==> config.mk <==
export PLATFORM = sky130hd
export DESIGN_NAME = seg_disp_sched
export DESIGN_NICKNAME = d
export VERILOG_FILES = /design/src/rtl/seg_disp_sched.sv
export SDC_FILE = /design/constraint.sdc
export NUM_CORES = 1
export LEC_CHECK = 0
export ABC_AREA = 1
export ABC_CLOCK_PERIOD_IN_PS = 1700
export CORE_MARGIN = 4
export CORE_UTILIZATION = 53
export CTS_BUF_LIST = sky130_fd_sc_hd__clkbuf_8 sky130_fd_sc_hd__clkbuf_16
export CTS_CLUSTER_DIAMETER = 150
export DETAILED_ROUTE_END_ITERATION = 10
export PLACE_DENSITY = 0.8
export SLEW_MARGIN = 20
export SYNTH_ARGS = -nofsm -noshare
export SYNTH_HDL_FRONTEND = slang
export SYNTH_SLANG_ARGS = --single-unit
==> constraint.sdc <==
create_clock -name sys_clk -period 1.7 [get_ports sys_clk]
set_input_delay 0.34 -clock sys_clk [delete_from_list [all_inputs] [get_ports sys_clk]]
set_output_delay 0.34 -clock sys_clk [all_outputs]
set_load 0.01 [all_outputs]
==> src/rtl/seg_disp_sched.sv <==
// seg_disp_sched: shares the six-digit display between a live background value and a timed, optionally blinking message.
module seg_disp_sched #(
  parameter int unsigned TICK_MAX = 50000,
  parameter int unsigned HOLD_MS  = 2000,
  parameter int unsigned BLINK_MS = 250
) (
  input  logic        sys_clk,
  input  logic        sys_rst_n,
  input  logic [19:0] bg_data,
  input  logic [5:0]  bg_point,
  input  logic        bg_sign,
  input  logic        bg_en,
  input  logic        msg_req,
  input  logic [19:0] msg_data,
  input  logic [5:0]  msg_point,
  input  logic        msg_sign,
  input  logic        msg_blink,
  input  logic        msg_cancel,
  output logic        msg_ack,
  output logic        msg_busy,
  output logic [19:0] data,
  output logic [5:0]  point,
  output logic        sign,
  output logic        seg_en,
  output logic        src
);
  localparam logic [19:0] DMAX  = 20'd999999;
  localparam logic [15:0] TLAST = 16'(TICK_MAX - 1);
  localparam logic [11:0] HLAST = 12'(HOLD_MS - 1);
  localparam logic [11:0] BLAST = 12'(BLINK_MS - 1);
  typedef enum logic {BG, MSG} state_t;
  state_t      state_q, state_d;
  logic        req_q, accept, tick;
  logic [15:0] tick_q, tick_d;
  logic [11:0] hold_q, hold_d, bcnt_q, bcnt_d;
  logic        phase_q, phase_d;
  logic [19:0] mdata_q, mdata_d, bg_clamp;
  logic [5:0]  mpoint_q, mpoint_d;
  logic        msign_q, msign_d, mblink_q, mblink_d;
  logic [19:0] data_q, data_d;
  logic [5:0]  point_q, point_d;
  logic        sign_q, sign_d, en_q, en_d, src_q, src_d, ack_q;
  assign accept   = msg_req & ~req_q;
  assign tick     = tick_q == TLAST;
  assign bg_clamp = (bg_data > DMAX) ? DMAX : bg_data;
  always_comb begin
    state_d  = state_q;
    tick_d   = tick ? '0 : tick_q + 16'd1;
    hold_d   = hold_q;
    bcnt_d   = bcnt_q;
    phase_d  = phase_q;
    mdata_d  = mdata_q;
    mpoint_d = mpoint_q;
    msign_d  = msign_q;
    mblink_d = mblink_q;
    if (state_q == MSG && tick) begin
      hold_d  = hold_q + 12'd1;
      state_d = (hold_q == HLAST) ? BG : MSG;
      bcnt_d  = (bcnt_q == BLAST) ? '0 : bcnt_q + 12'd1;
      phase_d = (bcnt_q == BLAST) ? ~phase_q : phase_q;
    end
    if (state_q == MSG && msg_cancel) state_d = BG;
    // A fresh request edge overrides both hold expiry and cancel
    if (accept) begin
      state_d  = MSG;
      tick_d   = '0;
      hold_d   = '0;
      bcnt_d   = '0;
      phase_d  = 1'b1;
      mdata_d  = (msg_data > DMAX) ? DMAX : msg_data;
      mpoint_d = msg_point;
      msign_d  = msg_sign;
      mblink_d = msg_blink;
    end
    src_d   = state_q == MSG;
    data_d  = src_d ? mdata_q : bg_clamp;
    point_d = src_d ? mpoint_q : bg_point;
    sign_d  = src_d ? msign_q : bg_sign;
    en_d    = src_d ? (~mblink_q | phase_q) : bg_en;
  end
  always_ff @(posedge sys_clk or negedge sys_rst_n) begin
    if (!sys_rst_n) begin
      state_q  <= BG;
      req_q    <= 1'b0;
      tick_q   <= '0;
      hold_q   <= '0;
      bcnt_q   <= '0;
      phase_q  <= 1'b0;
      mdata_q  <= '0;
      mpoint_q <= '0;
      msign_q  <= 1'b0;
      mblink_q <= 1'b0;
      data_q   <= '0;
      point_q  <= '0;
      sign_q   <= 1'b0;
      en_q     <= 1'b0;
      src_q    <= 1'b0;
      ack_q    <= 1'b0;
    end else begin
      state_q  <= state_d;
      req_q    <= msg_req;
      tick_q   <= tick_d;
      hold_q   <= hold_d;
      bcnt_q   <= bcnt_d;
      phase_q  <= phase_d;
      mdata_q  <= mdata_d;
      mpoint_q <= mpoint_d;
      msign_q  <= msign_d;
      mblink_q <= mblink_d;
      data_q   <= data_d;
      point_q  <= point_d;
      sign_q   <= sign_d;
      en_q     <= en_d;
      src_q    <= src_d;
      ack_q    <= accept;
    end
  end
  assign data     = data_q;
  assign point    = point_q;
  assign sign     = sign_q;
  assign seg_en   = en_q;
  assign src      = src_q;
  assign msg_busy = src_q;
  assign msg_ack  = ack_q;
endmodule

==> Yosys cells after proc, flatten, opt, wreduce, memory -nomap -nowiden <==
Cells that the tools add are included.
{ "word_totals": {"reg_bits": 101, "latch_bits": 0, "ram_bits": 0, "rom_bits": 0, "inputBits": 60, "elab_cells": 55, "mem_count": 0} }
{ "op_classes": {"add_sub_neg": 3, "n_mul": 0, "n_div": 0, "order_cmp": 2, "n_eq_ne": 3, "n_shift": 0, "n_mux": 20, "bitwise_logic": 5, "reduce_logical": 6} }
{ "op_table": {"columns": ["op", "count"], "rows": [
  ["2-to-1 mux 12 bit", 5],
  ["2-to-1 mux 20 bit", 3],
  ["greater-than comparator 20 bit, second input constant", 2],
  ["2-to-1 mux 16 bit", 2],
  ["adder 12 x 1 -> 12 bit, second input constant", 2],
  ["adder 16 x 1 -> 16 bit, second input constant", 1],
  ["== test 16 bit, second input constant", 1],
  ["== test 12 x 11 -> 1 bit, second input constant", 1],
  ["== test 12 x 8 -> 1 bit, second input constant", 1],
  ["2-to-1 mux 1 bit", 9],
  ["2-to-1 mux 6 bit", 1],
  ["nonzero test 2 bit", 2],
  ["NOT 1 bit", 3],
  ["nonzero test 3 bit", 1],
  ["logical AND 1 bit", 2],
  ["AND reduction 2 bit", 1],
  ["bitwise AND 1 bit", 1],
  ["bitwise OR 1 bit", 1]
]} }

==> Logic depth before layout (Yosys ltp) <==
Gate-level depths: netlist (run 1).
{ "logic_depth": {"ltp_word": 5, "depth_mapped": 9} }

==> Least setup slack after synthesis (run 1) <==
Ideal clock, no wire load.
{ "synth_timing": {"path_type": "reg2reg", "startpoint": "reg tick_q[0]", "endpoint": "reg tick_q[10]", "setup_time_ns": 0.077, "arrival_time_ns": 1.319, "slack_ns": 0.303, "stages_incl_launch_ff": 7, "synth_period_minus_slack_ns": 1.397, "path_cell_list": "dfrtp_1 ha_1 nand3_2 nor2_1 a21oi_1 nand2_1 a21oi_1"} }
{ "synth_between": {"elab_chain_cells": 3, "elab_cells_between_ends": 4, "cone_classes": "add/sub: 1; eq/ne: 1; mux: 2"} }
{ "synth_rtl": {"columns": ["element", "line_no", "text"], "rows": [
  ["from (decl)", "34", "logic [15:0] tick_q, tick_d;"],
  ["from (signal assigned)", "102", "tick_q <= tick_d;"],
  ["adder 16 x 1 -> 16 bit / == test 16 bit (equally long branches)", "48, 44", null],
  ["2-to-1 mux 16 bit *", "48", "tick_d = tick ? '0 : tick_q + 16'd1;"],
  ["2-to-1 mux 16 bit *", "64", "if (accept) begin"],
  ["net tick_d[10]", "34", null]
]} }
The timed path passes the listed nets; every way through them passes the cells marked *.
A chain may end at the register's enable or synchronous reset.

==> Worst setup path in the final report (run 1) <==
{ "layout_timing": {"startpoint": "reg en_q, in the netlist seg_en", "endpoint": "out seg_en"} }
{ "layout_rtl": {"columns": ["element", "line_no", "text"], "rows": [
  ["from (decl)", "42", "logic sign_q, sign_d, en_q, en_d, src_q, src_d, ack_q;"],
  ["from (signal assigned)", "113", "en_q <= en_d;"],
  ["to (decl)", "24", "output logic seg_en,"]
]} }
No word-level cell between the ends.

==> metrics.csv, run 1 <==
stage,metric,value,unit
floorplan,dieHeight,106,µm
floorplan,boundaryPins,91,
yosys,synth_top_area_frac,0.494,
route,detail_route.wl_per_cell,12.9,µm
yosys,synthesis.instances,684,
grt,total_routing_usage_reported_by_global_routing,0.221,
timing,achievable-frequency,625,MHz
finish,layout.filler_cells,754,
grt,number_of_global_route_vias_before_repair,4532,
worst_setup_path,worstPathMaxFanout,1,
timing,worst_slew_margin_rel,0.727,
floorplan,placement_rows,35,
route,final_antenna_net_count,0,
clocking,cts.path.max_buffers,2,
yosys,synth_sequential_area_ratio,0.494,
worst_setup_path,depth_of_the_most_critical_reg_to_reg_path,8,
worst_setup_path,max_stage_delay,0.54,ns
power_and_ir_drop,vdd_drop_max,495,µV
grt,grt_max_degree,44,
outcome,status,finished clean,
timing,drv_slew,0,
worst_setup_path,worstSetupStartpointType,register,
worst_setup_path,worst_setup_path_category,register to output pin,
timing,period_needed,1.60,ns
worst_setup_path,critical_path_slowest_stage_cell,sky130_fd_sc_hd__clkdlybuf4s50_1,
timing,timing.final.setup_violations,0,
place,port_buffers,90,
worst_setup_path,crit_buf_inv,1,
route,first_iter_violations,233,
worst_setup_path,timing.reg2reg.setup_slack,0.13,ns
yosys,mappedNetlistNets,748,
timing,finalHoldViolCount,0,
floorplan,initial_standard_cell_utilization_of_the_core,0.549,
route,detail_route.first_pass.iterations,5,
clocking,cts.clk_slew.worst_paths,0.11,ns
grt,antenna_found_initial,0,
finish,layout.nets,851,
yosys,number_of_flip_flops_and_latches_in_the_synthesized_netlist,101,
clocking,clk-insertion-delay-late,0.37,ns
timing,finalCritPeriodShare,0.940,
route,vias_per_cell,5.15,
yosys,synthesis.area,5120,µm²
worst_setup_path,worst_ep_arrival_time,1.26,ns
clocking,cts_tree,built,
place,final_weighted_congestion_of_routability_driven_global_placement,0.935,
worst_setup_path,worst_ep_required_time,1.36,ns
power_and_ir_drop,p_leak,3.28,nW
run,max_cap_violations,0,
grt,grt_pass1_wl,20400,µm
floorplan,core_area,9330,µm²
timing,hold-worst-slack,0.407,ns
clocking,tritoncts_num_sinks,101,
finish,multi_input_comb_area,2220,µm²
route,drc_violations_left,0,
clocking,cts_root_buf,sky130_fd_sc_hd__clkbuf_8,
place,detailed_placement_wirelength_estimate,8740,µm
yosys,post_synth.cell_area_avg,7.49,µm²
power_and_ir_drop,power_density,923,nW/µm²
finish,area.growth.synth_to_final,27.1,%
finish,antenna_cells_inserted,0,
worst_setup_path,regToRegEndpoint,hold_q[9]$_DFFE_PN0P_,
worst_setup_path,crit_path_cell_trace,clkdlybuf4s50_1,
route,postRouteWirelength,11900,µm
yosys,synthTopCellsByArea,"sky130_fd_sc_hd__dfrtp_1 (49%), sky130_fd_sc_hd__nand2_1 (18%), sky130_fd_sc_hd__nand3_1 (7.1%)",
clocking,cts-htree-levels,3,
timing,worst_clock_skew,0.00945,ns
floorplan,design.die.area,11300,µm²
timing,timing_worst_slew_pin_value,0.409,ns
place,placedInstanceArea,6270,µm²
yosys,synth_top_area_cell,sky130_fd_sc_hd__dfrtp_1,
floorplan,die_w,106,µm
finish,seq_cell_area,2530,µm²
grt,grt_overflow,0,
worst_hold_path,hold_path_class,primary input to async pin,
worst_setup_path,path_delay_family,buffers and inverters,
route,num_vias,4745,
worst_setup_path,crit-reg2reg-launch,tick_q[0]$_DFF_PN0_,
clocking,cts_buffer_count,9,
yosys,synth_cell_types,33,
worst_setup_path,critical_path.endpoint_type,output pin,
finish,postLayoutCellArea,6510,µm²
finish,layout-drive-gt1-share,0.0783,
yosys,yosysWarningCount,0,
-- worst max path at each step --
stage	from	to	slack [ns]	cells after the start
floorplan	tick_q[0]$_DFF_PN0_	tick_q[10]$_DFF_PN0_	0.30	6
global placement	msg_req	tick_q[10]$_DFF_PN0_	-0.02	7
detailed placement	msg_req	tick_q[15]$_DFF_PN0_	-0.07	7
CTS	tick_q[0]$_DFF_PN0_	tick_q[15]$_DFF_PN0_	0.05	6
global route	tick_q[0]$_DFF_PN0_	hold_q[11]$_DFFE_PN0P_	-0.02	8
finish	seg_en$_DFF_PN0_	seg_en	0.10	1
-- area by class of cell --
| cell class | count | area share |
|---|---|---|
| multi-input combinational | 487 | 0.341 |
| sequential | 101 | 0.388 |
| clock buffer | 9 | 0.0190 |
| tap | 129 | 0.0248 |
| clock inverter | 7 | 0.0100 |
| timing repair buffer | 114 | 0.174 |
| inverter | 74 | 0.0427 |
-- metrics by stage --
stage / util / instances / power [W] / setup slack (ns) / setup TNS [ns]
after floorplan: - / 684 / 0.00375 / 0.303 / 0
after global placement: 0.673 / 901 / 0.00451 / -0.0243 / -0.0614
after detailed placement: 0.673 / 901 / 0.00457 / -0.0673 / -1.01
after CTS: 0.694 / 918 / 0.00605 / 0.0503 / 0
final: 0.698 / 921 / 0.00600 / 0.101 / 0
after global routing: 0.698 / 921 / 0.00636 / -0.0231 / -0.0540
-- flip-flops by register name (all words and copies together) (netlist names) --
signal	cells
data	20
mdata_q	20
tick_q	16
bcnt_q	12
hold_q	12
mpoint_q	6
point	6
mblink_q	1
msg_ack	1
msg_busy	1
msign_q	1
phase_q	1
req_q	1
seg_en	1
sign	1
src_d	1
-- cell families (layout without fill, tap and decap cells) --
family,count (synthesis),in the layout,synth area share
XOR/XNOR,11,11,0.0188
adder cells (fa/ha/maj),4,4,0.00977
AND/OR/NAND/NOR,431,431,0.360
AO/OA/AOI/OAI,41,41,0.0423
flip-flops,101,101,0.494
buffers and inverters,96,204,0.0753
-- repair_timing --
action | 4_1_cts | 5_1_grt
resized for setup | 0 | 4
setup endpoints to repair | 0 | 8
hold buffers | 1 | 0
hold endpoints to repair | 24 | 0
setup buffers | 0 | 3
-- layout by cell type (no fill, tap or decap), drive strengths merged, types with 9 or more instances in the layout --
cell type	instances
nor2	86
buf	24
dfrtp	101
o21ai	31
clkdlybuf4s50	89
nand3	74
nand4	22
clkbuf	9
inv	79
nand2	244
-- metal layers --
metal | wire length, µm | GRT usage | part of all wire | vias up
li1 | - | - | - | 2359
met1 | 5130 | 0.282 | 0.43 | 2207
met2 | 5880 | 0.381 | 0.49 | 163
met3 | 710 | 0.0346 | 0.060 | 16
met4 | 192 | 0.0759 | 0.016 | 0
met5 | 0 | 0 | 0 | -
-- synth_stat cells (all sizes together) --
| master | count |
|---|---|
| a21o | 1 |
| a21oi | 8 |
| a31oi | 1 |
| buf | 12 |
| clkbuf | 10 |
| dfrtp | 101 |
| ha | 4 |
| inv | 74 |
| nand2 | 244 |
| nand3 | 74 |
| nand3b | 1 |
| nand4 | 22 |
| nor2 | 86 |
| nor3 | 2 |
| nor3b | 1 |
| o21ai | 31 |
| or2 | 1 |
| xnor2 | 3 |
| xor2 | 8 |
-- where the power goes --
part | internal, W | switching (W)
Sequential | 0.00276 | 0.000185
Combinational | 0.000781 | 0.000793
Clock | 0.000575 | 0.000910
Total | 0.00411 | 0.00189
Note: power is estimated with default switching activity, not from simulation.
==> inputs of run 2 (changes only) <==
--- a/config.mk
+++ b/config.mk
@@ -7,12 +7,13 @@
 export LEC_CHECK = 0
 export ABC_AREA = 1
 export ABC_CLOCK_PERIOD_IN_PS = 1700
-export CORE_MARGIN = 4
+export CORE_MARGIN = 10
 export CORE_UTILIZATION = 53
 export CTS_BUF_LIST = sky130_fd_sc_hd__clkbuf_8 sky130_fd_sc_hd__clkbuf_16
 export CTS_CLUSTER_DIAMETER = 150
 export DETAILED_ROUTE_END_ITERATION = 10
 export PLACE_DENSITY = 0.8
+export REMOVE_ABC_BUFFERS = 1
 export SLEW_MARGIN = 20
 export SYNTH_ARGS = -nofsm -noshare
 export SYNTH_HDL_FRONTEND = slang
==> run 2 against run 1 <==
- the run now ends with negative hold slack left
- flip-flop and latch count unchanged
- combinational power increased by 4%
- global-route usage decreased by 4.0 points
- sequential share of layout area is 0.22 points lower
- worst hold slack got worse by 0.41 ns
==> metrics.csv, run 2 (synthesis gave the netlist of run 1 again) <==
stage,metric,value,unit,change
clocking,cts-htree-levels,3,,unchanged
timing,worst_clock_skew,0.0108,ns,was 0.00945 ns
worst_setup_path,worstPathMaxFanout,1,,unchanged
route,num_vias,4679,,"was 4,745"
grt,grt_max_degree,102,,was 44
timing,achievable-frequency,611,MHz,was 625 MHz
timing,worst_slew_margin_rel,0.644,,was 0.727
timing,timing_worst_slew_pin_value,0.534,ns,was 0.409 ns
finish,layout.nets,856,,was 851
finish,layout-drive-gt1-share,0.0841,,was 0.0783
timing,hold-worst-slack,-0.00813,ns,was 0.407 ns
worst_setup_path,regToRegEndpoint,tick_q[10]$_DFF_PN0_,,was hold_q[9]$_DFFE_PN0P_
floorplan,boundaryPins,91,,unchanged
finish,layout.cells.most_common,sky130_fd_sc_hd__nand2_1,,unchanged
clocking,cts_root_buf,sky130_fd_sc_hd__clkbuf_8,,unchanged
floorplan,dieHeight,118,µm,was 106 µm
run,max_cap_violations,0,,unchanged
clocking,tritoncts_num_sinks,101,,unchanged
route,detail_route.wl_per_cell,13.5,µm,was 12.9 µm
timing,drv_slew,0,,unchanged
finish,final_cell_mix,"sky130_fd_sc_hd__nand2_1 (239), sky130_fd_sc_hd__dfrtp_1 (101), sky130_fd_sc_hd__clkdlybuf4s50_1 (88), sky130_fd_sc_hd__nor2_1 (79)",,"was sky130_fd_sc_hd__nand2_1 (240), sky130_fd_sc_hd__dfrtp_1 (101), sky130_fd_sc_hd__clkdlybuf4s50_1 (89), sky130_fd_sc_hd__nor2_1 (77), sky130_fd_sc_hd__nand3_1 (73)"
clocking,cts_buffer_count,9,,unchanged
worst_setup_path,critical_path_depth,1,,unchanged
finish,area.growth.synth_to_final,27.8,%,was 27.1%
worst_setup_path,worstSetupStartpointType,register,,unchanged
place,final_weighted_congestion_of_routability_driven_global_placement,0.894,,was 0.935
worst_hold_path,hold_path_class,primary input to async pin,,unchanged
power_and_ir_drop,vdd_drop_max,574,µV,was 495 µV
floorplan,placement_rows,35,,unchanged
floorplan,core_area,9330,µm²,unchanged
finish,layout.filler_cells,742,,was 754
place,port_buffers,90,,unchanged
worst_setup_path,critical_path_slowest_stage_cell,sky130_fd_sc_hd__clkdlybuf4s50_1,,unchanged
route,postRouteWirelength,12500,µm,"was 11,900 µm"
route,drc_violations_left,0,,unchanged
floorplan,initial_standard_cell_utilization_of_the_core,0.549,,unchanged
route,first_iter_violations,292,,was 233
floorplan,design.die.area,14000,µm²,"was 11,300 µm²"
worst_setup_path,worst_ep_arrival_time,1.30,ns,was 1.26 ns
grt,grt_overflow,0,,unchanged
worst_setup_path,worst_ep_required_time,1.36,ns,about the same
clocking,cts.clk_slew.worst_paths,0.10,ns,was 0.11 ns
route,vias_per_cell,5.05,,was 5.15
finish,antenna_cells_inserted,0,,unchanged
route,final_antenna_net_count,0,,unchanged
power_and_ir_drop,p_leak,3.31,nW,was 3.28 nW
clocking,cts_hold_buffers,0,,was 1
timing,rsz_0062_raised_after_global_routing,no,,
worst_setup_path,critical_path.endpoint_type,output pin,,unchanged
timing,period_needed,1.64,ns,was 1.60 ns
worst_setup_path,crit_path_cell_trace,clkdlybuf4s50_1,,unchanged
grt,number_of_global_route_vias_before_repair,4516,,"was 4,532"
grt,total_routing_usage_reported_by_global_routing,0.181,,was 0.221
power_and_ir_drop,design_power_total,0.00603,W,was 0.00600 W
floorplan,die_w,118,µm,was 106 µm
timing,finalCritPeriodShare,0.962,,was 0.940
timing,finalHoldViolCount,2,,was 0
worst_setup_path,max_stage_delay,0.55,ns,was 0.54 ns
power_and_ir_drop,power_density,921,nW/µm²,was 923 nW/µm²
grt,grt_pass1_wl,21400,µm,"was 20,400 µm"
outcome,violations,negative hold slack,,
timing,timing.final.setup_violations,0,,unchanged
worst_setup_path,crit-reg2reg-launch,tick_q[0]$_DFF_PN0_,,unchanged
worst_setup_path,worst_setup_path_category,register to output pin,,unchanged
worst_setup_path,crit_buf_inv,1,,unchanged
route,detail_route.first_pass.iterations,5,,unchanged
place,detailed_placement_wirelength_estimate,9340,µm,was 8740 µm
worst_setup_path,path_delay_family,buffers and inverters,,unchanged
worst_setup_path,depth_of_the_most_critical_reg_to_reg_path,7,,was 8
clocking,cts_tree,built,,unchanged
grt,antenna_found_initial,0,,unchanged
worst_setup_path,timing.reg2reg.setup_slack,0.11,ns,was 0.13 ns
outcome,status,finished with violations,,was finished clean
clocking,clk-insertion-delay-late,0.37,ns,about the same
clocking,cts.path.max_buffers,2,,unchanged
[run 2: cell type report]
class / instances / area [µm²] / share of cell area
Sequential cell: 101 / 2530 / 0.386
Multi-Input combinational cell: 487 / 2230 / 0.340
Timing Repair Buffer: 119 / 1170 / 0.179
Inverter: 74 / 278 / 0.0424
Tap cell: 129 / 161 / 0.0247
Clock buffer: 9 / 124 / 0.0189
Clock inverter: 7 / 57.6 / 0.00880
[run 2: how the worst max path moves through the flow]
stage	from	endpoint	slack, ns
2_1_floorplan	req_q$_DFF_PN0_	bcnt_q[0]$_DFFE_PN0P_	-0.60
3_3_place_gp	msg_req	tick_q[9]$_DFF_PN0_	-0.03
3_5_place_dp	msg_req	tick_q[9]$_DFF_PN0_	-0.09
4_1_cts	tick_q[0]$_DFF_PN0_	hold_q[4]$_DFFE_PN0P_	0.006
5_1_grt	data[12]$_DFF_PN0_	data[12]	0.01
6_report	data[12]$_DFF_PN0_	data[12]	0.06
[run 2: repair_timing]
| action | 4_1_cts | 5_1_grt |
|---|---|---|
| gates resized for setup | 0 | 5 |
| setup endpoints to repair | 0 | 27 |
| buffers inserted | 0 | 2 |
[run 2: through the flow]
| step | setup slack, ns | cell area [µm²] | setup TNS, ns | instances | utilization |
|---|---|---|---|---|---|
| global route | 0.0103 | 6540 | 0 | 926 | 0.702 |
| detailed placement | -0.0865 | 6310 | -0.466 | 908 | 0.677 |
| CTS | 0.00618 | 6490 | 0 | 924 | 0.696 |
| global placement | -0.0261 | 6310 | -0.0728 | 908 | 0.677 |
| finish | 0.0644 | 6540 | 0 | 926 | 0.702 |
| floorplan | -0.595 | 5010 | -19.58 | 662 | - |
[run 2: worst reg2reg max path, stage by stage, from the launching register on]
cell                      delay [ns]
sky130_fd_sc_hd__dfrtp_1        0.39
sky130_fd_sc_hd__ha_1           0.21
sky130_fd_sc_hd__nand3_2        0.17
sky130_fd_sc_hd__nor2_2         0.22
sky130_fd_sc_hd__nand2_1        0.10
sky130_fd_sc_hd__nor2_1         0.21
sky130_fd_sc_hd__nand2_1        0.08
sky130_fd_sc_hd__a21oi_1        0.15
[run 2: power breakdown]
part           internal, W  switching (W)  leakage (nW)
sequential         0.00276       0.000193          1.28
clock             0.000559       0.000881        0.0992
combinational     0.000791       0.000843          1.94
total              0.00411        0.00192          3.31
[run 2: layer usage]
metal | vias up | GRT usage | share of wire
met3 | 18 | 0.0386 | 0.051
met2 | 131 | 0.311 | 0.50
li1 | 2362 | - | -
met1 | 2168 | 0.218 | 0.43
met4 | 0 | 0.0634 | 0.020
met5 | - | 0 | 0
==> inputs of run 3 (changes only) <==
--- a/config.mk
+++ b/config.mk
@@ -7,7 +7,7 @@
 export LEC_CHECK = 0
 export ABC_AREA = 1
 export ABC_CLOCK_PERIOD_IN_PS = 1700
-export CORE_MARGIN = 10
+export CORE_MARGIN = 1.5
 export CORE_UTILIZATION = 53
 export CTS_BUF_LIST = sky130_fd_sc_hd__clkbuf_8 sky130_fd_sc_hd__clkbuf_16
 export CTS_CLUSTER_DIAMETER = 150
==> run 3 against run 2 <==
- the run now ends clean
- largest power group unchanged
- sequential share of layout area is essentially flat
- setup slack lost 0.019 ns
- sequential power is essentially flat
- critical path type unchanged
- worst hold slack gained 0.020 ns
==> metrics.csv, run 3 (synthesis gave the netlist of run 1 again) <==
stage,metric,value,unit,change
finish,area.growth.synth_to_final,27.7,%,was 27.8%
timing,finalCritPeriodShare,0.973,,was 0.962
finish,multi_input_comb_area,2230,µm²,about the same
timing,timing_worst_slew_pin_value,0.522,ns,was 0.534 ns
worst_setup_path,critical_path_depth,1,,unchanged
finish,antenna_cells_inserted,0,,unchanged
finish,layout.cells.most_common,sky130_fd_sc_hd__nand2_1,,unchanged
route,drc_violations_left,0,,unchanged
finish,layout-drive-gt1-share,0.0796,,was 0.0841
grt,grt_overflow,0,,unchanged
place,final_weighted_congestion_of_routability_driven_global_placement,0.923,,was 0.894
route,detail_route.first_pass.iterations,5,,unchanged
floorplan,core_area,9280,µm²,was 9330 µm²
finish,postLayoutCellArea,6540,µm²,about the same
clocking,cts.clk_slew.worst_paths,0.11,ns,was 0.10 ns
finish,layout.nets,850,,was 856
grt,antenna_found_initial,0,,unchanged
route,first_iter_violations,279,,was 292
route,final_antenna_net_count,0,,unchanged
worst_setup_path,max_stage_delay,0.55,ns,about the same
floorplan,boundaryPins,91,,unchanged
place,placedInstanceArea,6260,µm²,was 6310 µm²
finish,seq_cell_area,2530,µm²,unchanged
clocking,cts_buffer_count,9,,unchanged
finish,final_cell_mix,"sky130_fd_sc_hd__nand2_1 (240), sky130_fd_sc_hd__dfrtp_1 (101), sky130_fd_sc_hd__clkdlybuf4s50_1 (89), sky130_fd_sc_hd__nor2_1 (77), sky130_fd_sc_hd__nand3_1 (73)",,"was sky130_fd_sc_hd__nand2_1 (239), sky130_fd_sc_hd__dfrtp_1 (101), sky130_fd_sc_hd__clkdlybuf4s50_1 (88), sky130_fd_sc_hd__nor2_1 (79)"
timing,drv_slew,0,,unchanged
worst_setup_path,critical_path.endpoint_type,output pin,,unchanged
route,num_vias,4714,,"was 4,679"
worst_setup_path,worst_setup_path_category,register to output pin,,unchanged
worst_setup_path,worst_ep_arrival_time,1.31,ns,was 1.30 ns
floorplan,initial_standard_cell_utilization_of_the_core,0.552,,was 0.549
worst_hold_path,hold_path_class,primary input to async pin,,unchanged
floorplan,dieHeight,101,µm,was 118 µm
worst_setup_path,worstPathMaxFanout,1,,unchanged
timing,achievable-frequency,604,MHz,was 611 MHz
worst_setup_path,worstSetupStartpointType,register,,unchanged
place,detailed_placement_wirelength_estimate,8270,µm,was 9340 µm
timing,period_needed,1.65,ns,was 1.64 ns
clocking,cts_tree,built,,unchanged
worst_setup_path,crit_buf_inv,1,,unchanged
worst_setup_path,crit_path_cell_trace,clkdlybuf4s50_1,,unchanged
timing,fin_setup_tns,0,ns,unchanged
finish,layout.filler_cells,768,,was 742
power_and_ir_drop,power_density,950,nW/µm²,was 921 nW/µm²
route,postRouteWirelength,11800,µm,"was 12,500 µm"
floorplan,design.die.area,10300,µm²,"was 14,000 µm²"
finish,postLayoutCoreUtil,0.705,,was 0.702
worst_setup_path,worst_ep_required_time,1.36,ns,about the same
clocking,clk-insertion-delay-late,0.38,ns,was 0.37 ns
worst_setup_path,regToRegEndpoint,hold_q[0]$_DFFE_PN0P_,,was tick_q[10]$_DFF_PN0_
timing,timing.final.setup_violations,0,,unchanged
floorplan,die_w,101,µm,was 118 µm
outcome,status,finished clean,,was finished with violations
run,max_cap_violations,0,,unchanged
clocking,cts_root_buf,sky130_fd_sc_hd__clkbuf_8,,unchanged
grt,total_routing_usage_reported_by_global_routing,0.252,,was 0.181
floorplan,placement_rows,35,,unchanged
route,detail_route.wl_per_cell,12.8,µm,was 13.5 µm
power_and_ir_drop,p_leak,3.28,nW,was 3.31 nW
timing,rsz_0062_raised_after_global_routing,no,,unchanged
worst_setup_path,startpoint,data[14]$_DFF_PN0_,,was data[12]$_DFF_PN0_
power_and_ir_drop,vdd_drop_max,569,µV,was 574 µV
route,vias_per_cell,5.12,,was 5.05
clocking,tritoncts_num_sinks,101,,unchanged
clocking,cts-htree-levels,3,,unchanged
timing,worst_slew_margin_rel,0.652,,was 0.644
worst_setup_path,depth_of_the_most_critical_reg_to_reg_path,8,,was 7
worst_setup_path,critical_path_slowest_stage_cell,sky130_fd_sc_hd__clkdlybuf4s50_1,,unchanged
worst_setup_path,crit-reg2reg-launch,tick_q[0]$_DFF_PN0_,,unchanged
timing,finalHoldViolCount,0,,was 2
timing,finalWorstSetupSlack,0.0455,ns,was 0.0644 ns
place,dp_worst_setup_slack,-0.0698,ns,was -0.0865 ns
grt,grt_max_degree,102,,unchanged
worst_setup_path,path_delay_family,buffers and inverters,,unchanged
worst_setup_path,timing.reg2reg.setup_slack,0.14,ns,was 0.11 ns
place,port_buffers,90,,unchanged
timing,worst_clock_skew,0.0118,ns,was 0.0108 ns
grt,grt_pass1_wl,20500,µm,"was 21,400 µm"
grt,number_of_global_route_vias_before_repair,4622,,"was 4,516"
clocking,cts.path.max_buffers,2,,unchanged
run 3: worst max path at each step:
stage	to	slack [ns]
4_1_cts	tick_q[10]$_DFF_PN0_	0.02
3_5_place_dp	tick_q[10]$_DFF_PN0_	-0.07
5_1_grt	data[14]	0.0005
6_report	data[14]	0.05
3_3_place_gp	tick_q[10]$_DFF_PN0_	-0.02
2_1_floorplan	bcnt_q[0]$_DFFE_PN0P_	-0.60
run 3: per-stage QoR:
step,instances,power (W),hold slack (ns)
floorplan,662,0.00371,0.0444
global placement,901,0.00453,0.440
detailed placement,901,0.00458,0.432
CTS,917,0.00625,0.0345
global route,920,0.00655,0.0500
finish,920,0.00622,0.0114
run 3: power breakdown:
group | internal (W) | switching (W)
registers | 0.00276 | 0.000210
clock network | 0.000732 | 0.000942
logic | 0.000777 | 0.000795
run 3: cell type report:
type	count	share of cell area
repair buffers	113	0.171
well taps	129	0.0247
flip-flops and latches	101	0.386
multi-input cells	487	0.341
inverters	74	0.0425
clock inverters	7	0.0149
clock buffers	9	0.0189
run 3: repair_timing:
action,4_1_cts,5_1_grt
gates resized for setup,0,6
hold buffers,0,0
setup buffers,0,3
endpoints found under the setup margin,0,28
run 3: routing by layer:
| metal | GRT usage | part of all wire | vias up |
|---|---|---|---|
| li1 | - | - | 2347 |
| met1 | 0.323 | 0.43 | 2214 |
| met2 | 0.439 | 0.51 | 138 |
| met3 | 0.0386 | 0.052 | 15 |
| met4 | 0.0823 | 0.012 | 0 |
| met5 | 0 | 0 | - |
run 3: worst reg2reg max path: stages, from the launching register on:
cell and delay [ns]:
sky130_fd_sc_hd__dfrtp_1 0.39, sky130_fd_sc_hd__ha_2 0.23, sky130_fd_sc_hd__nand3_4 0.14, sky130_fd_sc_hd__nor2_4 0.16, sky130_fd_sc_hd__nand2_4 0.10, sky130_fd_sc_hd__nor2_8 0.14, sky130_fd_sc_hd__buf_4 0.17, sky130_fd_sc_hd__nand3_1 0.07
sky130_fd_sc_hd__o21ai_0 0.08
